$ cat config.mk
export PLATFORM = sky130hd
export DESIGN_NAME = spi_master_flat
export DESIGN_NICKNAME = d
export VERILOG_FILES = /design/src/rtl/spi_master_pkg.sv /design/src/rtl/spi_master_if.sv /design/src/rtl/spi_master_miso_sync.sv /design/src/rtl/spi_master.sv /design/src/flat_wrapper.sv
export SDC_FILE = /design/constraint.sdc
export NUM_CORES = 1
export LEC_CHECK = 0
export ABC_AREA = 0
export BUFFER_PORTS_ARGS = -buffer_cell sky130_fd_sc_hd__buf_2
export CAP_MARGIN = 30
export CORE_AREA = 2 2 70 72
export DETAILED_ROUTE_END_ITERATION = 8
export DIE_AREA = 0 0 72 74
export PLACE_DENSITY = 0.75
export SETUP_SLACK_MARGIN = 0.15
export SKIP_LAST_GASP = 1
export SYNTH_ARGS = -nofsm -noshare
export SYNTH_HDL_FRONTEND = slang
export SYNTH_SLANG_ARGS = --single-unit
$ cat constraint.sdc
create_clock -name clk -period 3.15 [get_ports clk]
set_clock_uncertainty 0.15 [all_clocks]
set_input_delay 0.63 -clock clk [delete_from_list [all_inputs] [get_ports clk]]
set_output_delay 0.63 -clock clk [all_outputs]
set_load 0.01 [all_outputs]
$ cat src/rtl/spi_master_pkg.sv
`default_nettype none
// ============================================================================
// Module   : spi_pkg
// Purpose  : Shared types and frame-layout constants for the register-access
//            SPI master (state encoding, frame field positions and widths).
// Revision : 1.0  initial release
// ============================================================================
package spi_pkg;

  // Controller states; the top module mirrors these as fixed-width constants.
  typedef enum logic [2:0] {
    ST_IDLE  = 3'd0,
    ST_SETUP = 3'd1,
    ST_HIGH  = 3'd2,
    ST_LOW   = 3'd3,
    ST_HOLD  = 3'd4,
    ST_GAP   = 3'd5
  } spi_state_e;

  // Frame layout: {rw, addr[6:0], data[7:0]}, transmitted MSB first.
  localparam int FRAME_BITS = 16;
  localparam int RW_BIT     = 15;
  localparam int ADDR_LSB   = 8;
  localparam int ADDR_BITS  = 7;
  localparam int DATA_BITS  = 8;

endpackage
`default_nettype wire

$ cat src/rtl/spi_master_if.sv
`default_nettype none
// ============================================================================
// Module   : spi_master_if
// Purpose  : Command/response bus between host command logic and spi_master.
// Signals  : cmd_valid/cmd_ready handshake, cmd_read, cmd_addr, cmd_wdata,
//            rsp_valid pulse with rsp_rdata, busy status.
// Modports : master - host side (issues commands)
//            slave  - spi_master side (accepts commands, returns responses)
// Revision : 1.0  initial release
// ============================================================================
interface spi_master_if;
  import spi_pkg::*;

  logic                 cmd_valid;
  logic                 cmd_ready;
  logic                 cmd_read;
  logic [ADDR_BITS-1:0] cmd_addr;
  logic [DATA_BITS-1:0] cmd_wdata;
  logic                 rsp_valid;
  logic [DATA_BITS-1:0] rsp_rdata;
  logic                 busy;

  modport master (
    output cmd_valid, cmd_read, cmd_addr, cmd_wdata,
    input  cmd_ready, rsp_valid, rsp_rdata, busy
  );

  modport slave (
    input  cmd_valid, cmd_read, cmd_addr, cmd_wdata,
    output cmd_ready, rsp_valid, rsp_rdata, busy
  );

endinterface
`default_nettype wire

$ cat src/rtl/spi_master_miso_sync.sv
`default_nettype none
// ============================================================================
// Module   : spi_miso_sync
// Purpose  : Two-flop synchronizer for the miso input.
// Ports    : clk, reset (sync, active-high), d (async in), q (synchronized out)
// Revision : 1.0  initial release
// ============================================================================
module spi_miso_sync (
  input  logic clk,
  input  logic reset,
  input  logic d,
  output logic q
);

  logic r_meta;
  logic r_sync;

  always_ff @(posedge clk) begin
    if (reset) begin
      r_meta <= 1'b0;
      r_sync <= 1'b0;
    end else begin
      r_meta <= d;
      r_sync <= r_meta;
    end
  end

  assign q = r_sync;

endmodule
`default_nettype wire

$ cat src/rtl/spi_master.sv
`default_nettype none
// ============================================================================
// Module   : spi_master
// Purpose  : Register-access SPI master. Accepts one read/write command,
//            shifts a 16-bit {rw, addr, data} frame out on sck/ss/mosi and
//            returns the data byte captured from miso on rises 9..16.
// Ports    : clk, reset (sync, active-high)
//            bus  - spi_master_if.slave command/response bus
//            sck  - SPI clock, idles low
//            ss   - slave select, active-low
//            mosi - serial out, MSB first
//            miso - serial in
// Params   : CLK_DIV    - sck half-period in clk cycles (1..255)
//            GAP_CYCLES - ss-high cycles between frames (2..255)
// Macro    : SPI_MASTER_MISO_SYNC_EN - route miso through a 2-flop
//            synchronizer before capture (requires CLK_DIV >= 3)
// Revision : 1.0  initial release
// ============================================================================
module spi_master
  import spi_pkg::*;
#(
  parameter int CLK_DIV    = 4,
  parameter int GAP_CYCLES = 4
) (
  input  logic        clk,
  input  logic        reset,
  spi_master_if.slave bus,
  output logic        sck,
  output logic        ss,
  output logic        mosi,
  input  logic        miso
);

  localparam logic [2:0] S_IDLE  = ST_IDLE;
  localparam logic [2:0] S_SETUP = ST_SETUP;
  localparam logic [2:0] S_HIGH  = ST_HIGH;
  localparam logic [2:0] S_LOW   = ST_LOW;
  localparam logic [2:0] S_HOLD  = ST_HOLD;
  localparam logic [2:0] S_GAP   = ST_GAP;

  localparam logic [7:0] DIV_LOAD   = 8'(CLK_DIV - 1);
  localparam logic [7:0] GAP_LOAD   = 8'(GAP_CYCLES - 1);
  localparam logic [4:0] RISES_LAST = 5'(FRAME_BITS);
  localparam logic [4:0] RISE_RX0   = 5'(ADDR_LSB);

  logic [2:0]            r_state;
  logic [7:0]            r_div;       // phase counter, reused for the gap
  logic [4:0]            r_rise;      // sck rises completed in this frame
  logic [FRAME_BITS-1:0] r_tx;
  logic [DATA_BITS-1:0]  r_rx;
  logic                  r_is_read;
  logic                  r_cmd_ready;
  logic                  r_rsp_valid;
  logic [DATA_BITS-1:0]  r_rsp_rdata;
  logic                  r_sck;
  logic                  r_ss;
  logic                  r_mosi;
  logic                  w_miso;
  logic                  w_div_done;

`ifdef SPI_MASTER_MISO_SYNC_EN
  spi_miso_sync u_miso_sync (
    .clk   (clk),
    .reset (reset),
    .d     (miso),
    .q     (w_miso)
  );
`else
  assign w_miso = miso;
`endif

  assign w_div_done = (r_div == 8'd0);

  always_ff @(posedge clk) begin
    if (reset) begin
      r_state     <= S_IDLE;
      r_div       <= 8'd0;
      r_rise      <= 5'd0;
      r_tx        <= '0;
      r_rx        <= '0;
      r_is_read   <= 1'b0;
      r_cmd_ready <= 1'b1;
      r_rsp_valid <= 1'b0;
      r_rsp_rdata <= '0;
      r_sck       <= 1'b0;
      r_ss        <= 1'b1;
      r_mosi      <= 1'b0;
    end else begin
      r_rsp_valid <= 1'b0;
      case (r_state)
        S_IDLE: begin
          if (bus.cmd_valid) begin
            r_tx        <= {bus.cmd_read, bus.cmd_addr,
                            bus.cmd_read ? {DATA_BITS{1'b0}} : bus.cmd_wdata};
            r_is_read   <= bus.cmd_read;
            r_mosi      <= bus.cmd_read;  // frame bit RW_BIT
            r_ss        <= 1'b0;
            r_cmd_ready <= 1'b0;
            r_div       <= DIV_LOAD;
            r_rise      <= 5'd0;
            r_state     <= S_SETUP;
          end
        end
        // SETUP and LOW both end in a rising edge of sck; the clk edge that
        // raises sck is also the miso capture point for the data half.
        S_SETUP, S_LOW: begin
          if (w_div_done) begin
            r_sck   <= 1'b1;
            r_div   <= DIV_LOAD;
            r_rise  <= r_rise + 5'd1;
            if (r_rise >= RISE_RX0) begin
              r_rx <= {r_rx[DATA_BITS-2:0], w_miso};
            end
            r_state <= S_HIGH;
          end else begin
            r_div <= r_div - 8'd1;
          end
        end
        S_HIGH: begin
          if (w_div_done) begin
            r_sck <= 1'b0;
            r_div <= DIV_LOAD;
            if (r_rise == RISES_LAST) begin
              // mosi keeps the last data bit through HOLD
              r_state <= S_HOLD;
            end else begin
              r_mosi  <= r_tx[RW_BIT-1];
              r_tx    <= r_tx << 1;
              r_state <= S_LOW;
            end
          end else begin
            r_div <= r_div - 8'd1;
          end
        end
        S_HOLD: begin
          if (w_div_done) begin
            r_ss        <= 1'b1;
            r_mosi      <= 1'b0;
            r_rsp_valid <= 1'b1;
            r_rsp_rdata <= r_is_read ? r_rx : {DATA_BITS{1'b0}};
            r_div       <= GAP_LOAD;
            r_state     <= S_GAP;
          end else begin
            r_div <= r_div - 8'd1;
          end
        end
        S_GAP: begin
          if (w_div_done) begin
            r_cmd_ready <= 1'b1;
            r_state     <= S_IDLE;
          end else begin
            r_div <= r_div - 8'd1;
          end
        end
        default: begin
          r_state <= S_IDLE;
        end
      endcase
    end
  end

  assign bus.cmd_ready = r_cmd_ready;
  assign bus.busy      = ~r_cmd_ready;
  assign bus.rsp_valid = r_rsp_valid;
  assign bus.rsp_rdata = r_rsp_rdata;
  assign sck           = r_sck;
  assign ss            = r_ss;
  assign mosi          = r_mosi;

endmodule
`default_nettype wire

$ cat src/flat_wrapper.sv
// flat-port wrapper written by rule: the top's interface ports become plain ports
module spi_master_flat import spi_pkg::*;
#(
  parameter int CLK_DIV    = 4,
  parameter int GAP_CYCLES = 4
)
  (clk, reset, sck, ss, mosi, miso, bus_cmd_valid, bus_cmd_read, bus_cmd_addr, bus_cmd_wdata, bus_cmd_ready, bus_rsp_valid, bus_rsp_rdata, bus_busy);
  spi_master_if bus_i ();
  input  logic clk;
  input  logic reset;
  output logic sck;
  output logic ss;
  output logic mosi;
  input  logic miso;
  input wire logic [$bits(bus_i.cmd_valid)-1:0] bus_cmd_valid;
  input wire logic [$bits(bus_i.cmd_read)-1:0] bus_cmd_read;
  input wire logic [$bits(bus_i.cmd_addr)-1:0] bus_cmd_addr;
  input wire logic [$bits(bus_i.cmd_wdata)-1:0] bus_cmd_wdata;
  output wire logic [$bits(bus_i.cmd_ready)-1:0] bus_cmd_ready;
  output wire logic [$bits(bus_i.rsp_valid)-1:0] bus_rsp_valid;
  output wire logic [$bits(bus_i.rsp_rdata)-1:0] bus_rsp_rdata;
  output wire logic [$bits(bus_i.busy)-1:0] bus_busy;
  assign bus_i.cmd_valid = bus_cmd_valid;
  assign bus_i.cmd_read = bus_cmd_read;
  assign bus_i.cmd_addr = bus_cmd_addr;
  assign bus_i.cmd_wdata = bus_cmd_wdata;
  assign bus_cmd_ready = bus_i.cmd_ready;
  assign bus_rsp_valid = bus_i.rsp_valid;
  assign bus_rsp_rdata = bus_i.rsp_rdata;
  assign bus_busy = bus_i.busy;
  spi_master #(.CLK_DIV(CLK_DIV), .GAP_CYCLES(GAP_CYCLES)) u_core (.clk(clk), .reset(reset), .bus(bus_i), .sck(sck), .ss(ss), .mosi(mosi), .miso(miso));
endmodule
==> metrics.log <==
INFO  metric outcome = finished, final reports clean
INFO  metric width_of_the_chip = just over 70 microns
INFO  metric top_usage_layer = met2
INFO  metric holdCritPathClass = reg -> reg
INFO  metric post-layout-total-power = 1.83 mW
INFO  metric power.leakage = 0.999 nW
INFO  metric synth.net_count = 313
INFO  metric dpl_cell_area = 2680 sq um
INFO  metric port_buffers = 33
INFO  metric cts-resized-gates = 0
INFO  metric globalRouteTotalUtil = 20.7%
INFO  metric synth_cell_types = 41
INFO  metric dr.pass1.iters = 4
INFO  metric fin_crit = 2510 ps
INFO  metric insertedDiodeCount = 0
INFO  metric slew_headroom = 48.0%
INFO  metric cts_setup_buffers = 0
INFO  metric fmax = roughly 400 MHz
INFO  metric global_route.usage.met2 = 33.7%
INFO  metric layout.cells.non_filler = 366
INFO  metric synth.yosys.seq_area_share = 42.5%
INFO  metric area_growth = 12.2%
INFO  metric signal_arrival_time_at_the_worst_endpoint = 2550 ps
INFO  metric multi_input_area = 1320 sq um
INFO  metric p_clk_share = a little over a quarter
INFO  metric power.net_switching = 0.598 mW
INFO  metric root_buffer = sky130_fd_sc_hd__clkbuf_8
INFO  metric gr-usage-met1 = roughly 28%
INFO  metric initialDrtViolationCount = around 110
INFO  metric grt_setup_unrepaired = false
INFO  metric power_report.internal_total = around 1.2 mW
INFO  metric hold_viol_final = 0
INFO  metric routed_length_per_instance = approximately 14 microns
INFO  metric initial_utilization = 54.2%
INFO  metric design.final.nets = approximately 340
INFO  metric avg_cell_area_syn = approximately 8.6 sq um
INFO  metric power.combinational.fraction = 27.9%
INFO  metric tightest_slew = slightly below 800 ps
INFO  metric power.share.switching = 32.8%
INFO  metric yosys_register_bits = 53
INFO  metric share_of_synthesized_registers_carrying_an_async_set_or_reset = 0%
INFO  metric cts_tree = done
INFO  metric netlist_top_cells_count = 53 x sky130_fd_sc_hd__dfxtp_1, 28 x sky130_fd_sc_hd__a21oi_1, 21 x sky130_fd_sc_hd__nor3_1
INFO  metric synthesis.area = 2490 sq um
INFO  metric timing.critical_path.required = 3200 ps
INFO  metric grtUsageMet3 = between 4 and 5%
INFO  metric top_reg_cell_synth = sky130_fd_sc_hd__dfxtp_1
INFO  metric cts.hold.buffers_added = 0
INFO  metric tns = 0 ps
INFO  metric count_of_flip_flops_with_a_built_in_enable_after_synthesis = 0
INFO  metric critical_path_class = reg -> reg
INFO  metric seq_area = 1060 sq um
INFO  metric postLayoutCellArea = around 2800 sq um
INFO  metric global_route.overflow_total = 0
INFO  metric setup.worst_path.start_class = flip-flop
INFO  metric cts_htree_levels = 2
INFO  metric place.gp.congestion = slightly above 0.8
INFO  metric timing.final.setup_violations = 0
INFO  metric power.density = 652 nW/um^2
INFO  metric die-height = 74 microns
INFO  metric synthesis.instances = between 200 and 300
INFO  metric count_of_fill_cells_added_during_filler_insertion = 407
INFO  metric detail_route.vias_per_cell = between 5 and 6
INFO  metric critPathMaxFanout = 13
INFO  metric pin_count_of_the_biggest_net_entering_global_routing = 28
INFO  metric num_vias = 2145
INFO  metric netlist.area_leader.share = 42.5%
INFO  metric cts.sink_count = 53
INFO  metric wire_length_of_the_first_global_routing_pass = between 8000 and 9000 microns
INFO  metric synthesis.yosys.warnings = 0
INFO  metric rows = 25
INFO  metric timing.final.crit_share = 79.6%
INFO  metric core_area = ~4600 sq um
INFO  metric die-area = roughly 5300 sq um
INFO  metric most_area_consuming_cells_after_synthesis = sky130_fd_sc_hd__dfxtp_1 43%, sky130_fd_sc_hd__mux2i_1 7.2%, sky130_fd_sc_hd__a21oi_1 5.6%
INFO  metric drive_gt1_share = 17.3%
INFO  metric dpl.cell_count = around 360
INFO  metric clock_tree.buffer_depth = 2
INFO  metric yosys.area.top_type = sky130_fd_sc_hd__dfxtp_1
INFO  metric final_max_slew_viol_count = 0
INFO  metric pre_cts_slack = 665 ps
INFO  metric ir_worst_vdd = 449 uV
INFO  metric remaining_drc_errors = 0
INFO  metric max_cap_violations = 0
INFO  metric grt_antenna_before_repair = 0
INFO  metric grt_pass1_vias = 1930
INFO  metric yosys.cell_count.top_type = sky130_fd_sc_hd__dfxtp_1
INFO  metric ioPinCount = 34
INFO  metric postRouteAntennaNets = 0
INFO  metric clk_pin_slew_worst_paths = 90 ps
INFO  metric detail_placement_hpwl = 3550 microns
INFO  metric critPathCaptureType = flip-flop
INFO  metric clock_latency = 300 ps
INFO  metric seqPwrFrac = 46.0%
INFO  metric cts_made_buffers = 5
INFO  metric routed_wirelength = 5080 microns
INFO  metric smallest_setup_slack_after_layout = 644 ps
-- final timing paths --
| check | from | to | slack, ps | cells past startpoint |
|---|---|---|---|---|
| setup reg to reg | u_core.r_state[0]$_SDFFE_PP0P_ | u_core.r_rx[4]$_SDFFE_PP0P_ | 640 | 4 |
| setup / recovery | u_core.r_state[0]$_SDFFE_PP0P_ | u_core.r_rx[4]$_SDFFE_PP0P_ | 640 | 4 |
| hold / removal | u_core.bus.rsp_rdata[7]$_SDFFE_PP0P_ | u_core.bus.rsp_rdata[7]$_SDFFE_PP0P_ | 300 | 2 |
| hold reg to reg | u_core.bus.rsp_rdata[7]$_SDFFE_PP0P_ | u_core.bus.rsp_rdata[7]$_SDFFE_PP0P_ | 300 | 2 |
-- cells by family (layout without fill, tap and decap cells) --
group                      after synthesis  count (layout)  synth area share (%)
DFF                                     53              53                  42.5
AOI/OAI and AO/OA                       60              60                  14.6
xor gates and xnor gates                 3               3                  1.05
muxes                                   19              19                  7.68
buffers and inverters                   30              53                  4.97
adders and majority gates                4               4                  2.01
and+or+nand+nor                        120             120                  27.1
-- critical path, cell delays in order (launching register included) --
cell and delay, ps:
sky130_fd_sc_hd__dfxtp_1 580, sky130_fd_sc_hd__or4bb_1 680, sky130_fd_sc_hd__nor4_4 660, sky130_fd_sc_hd__mux2i_1 280, sky130_fd_sc_hd__nor2_1 50
-- placed cells by master, fill, tap and decap left out, types with 3 or more instances in the layout --
| cell type | Yosys | routed |
|---|---|---|
| sky130_fd_sc_hd__dfxtp_1 | 53 | 53 |
| sky130_fd_sc_hd__buf_4 | 0 | 5 |
| sky130_fd_sc_hd__buf_2 | 3 | 33 |
| sky130_fd_sc_hd__nor3b_1 | 9 | 8 |
| sky130_fd_sc_hd__nand3_1 | 12 | 12 |
| sky130_fd_sc_hd__nand4_1 | 6 | 6 |
| sky130_fd_sc_hd__nor3_1 | 21 | 21 |
| sky130_fd_sc_hd__nor2_1 | 20 | 20 |
| sky130_fd_sc_hd__or4_1 | 3 | 3 |
| sky130_fd_sc_hd__xnor2_1 | 3 | 3 |
| sky130_fd_sc_hd__a21oi_1 | 28 | 28 |
| sky130_fd_sc_hd__nand2_1 | 20 | 20 |
| sky130_fd_sc_hd__nor2b_1 | 3 | 3 |
| sky130_fd_sc_hd__clkbuf_8 | 0 | 6 |
| sky130_fd_sc_hd__or3_1 | 6 | 6 |
| sky130_fd_sc_hd__ha_1 | 4 | 4 |
| sky130_fd_sc_hd__o21ai_0 | 7 | 7 |
| sky130_fd_sc_hd__mux2i_1 | 18 | 18 |
| sky130_fd_sc_hd__nor4_1 | 4 | 4 |
| sky130_fd_sc_hd__a211oi_1 | 18 | 18 |
| sky130_fd_sc_hd__inv_1 | 7 | 7 |
-- state kept, by name, indices dropped and copies added, names as in the netlist --
signal                flops
u_core.r_state            3
u_core.sck                1
u_core.bus.rsp_rdata      8
u_core.r_tx              15
u_core.r_rx               8
u_core.r_is_read          1
u_core.r_rise             5
u_core.bus.cmd_ready      1
u_core.mosi               1
u_core.ss                 1
u_core.bus.rsp_valid      1
u_core.r_div              8
-- power groups by stage --
stage               Sequential [mW]  Clock (mW)  Combinational [mW]
floorplan                     0.818           0               0.418
detailed placement            0.853           0               0.508
CTS                           0.838       0.488               0.510
finish                        0.839       0.476               0.510
global placement              0.848           0               0.497
global route                  0.854       0.520               0.576
-- cell type report --
| type | instances | share of cell area, % |
|---|---|---|
| Multi-Input combinational cell | 206 | 47.2 |
| Sequential cell | 53 | 37.9 |
| Timing Repair Buffer | 38 | 7.25 |
| Clock buffer | 6 | 2.95 |
| Tap cell | 54 | 2.42 |
| Clock inverter | 2 | 1.34 |
| Inverter | 7 | 0.939 |
-- metrics by stage --
stage                     utilization (%)  hold WS (ps)
after floorplan                         -           288
after global placement               58.2           288
after detailed placement             58.2           291
after CTS                            60.8           304
after global routing                 60.8           332
final                                60.8           300
-- per-layer routing --
metal	up-vias	wire length, microns	share of wire (%)
met5	-	0	0
met4	0	58	1.1
met3	7	199	3.9
met2	43	2360	47
met1	995	2460	48
li1	1100	-	-
No activity file was read; power rests on OpenSTA's default activity.
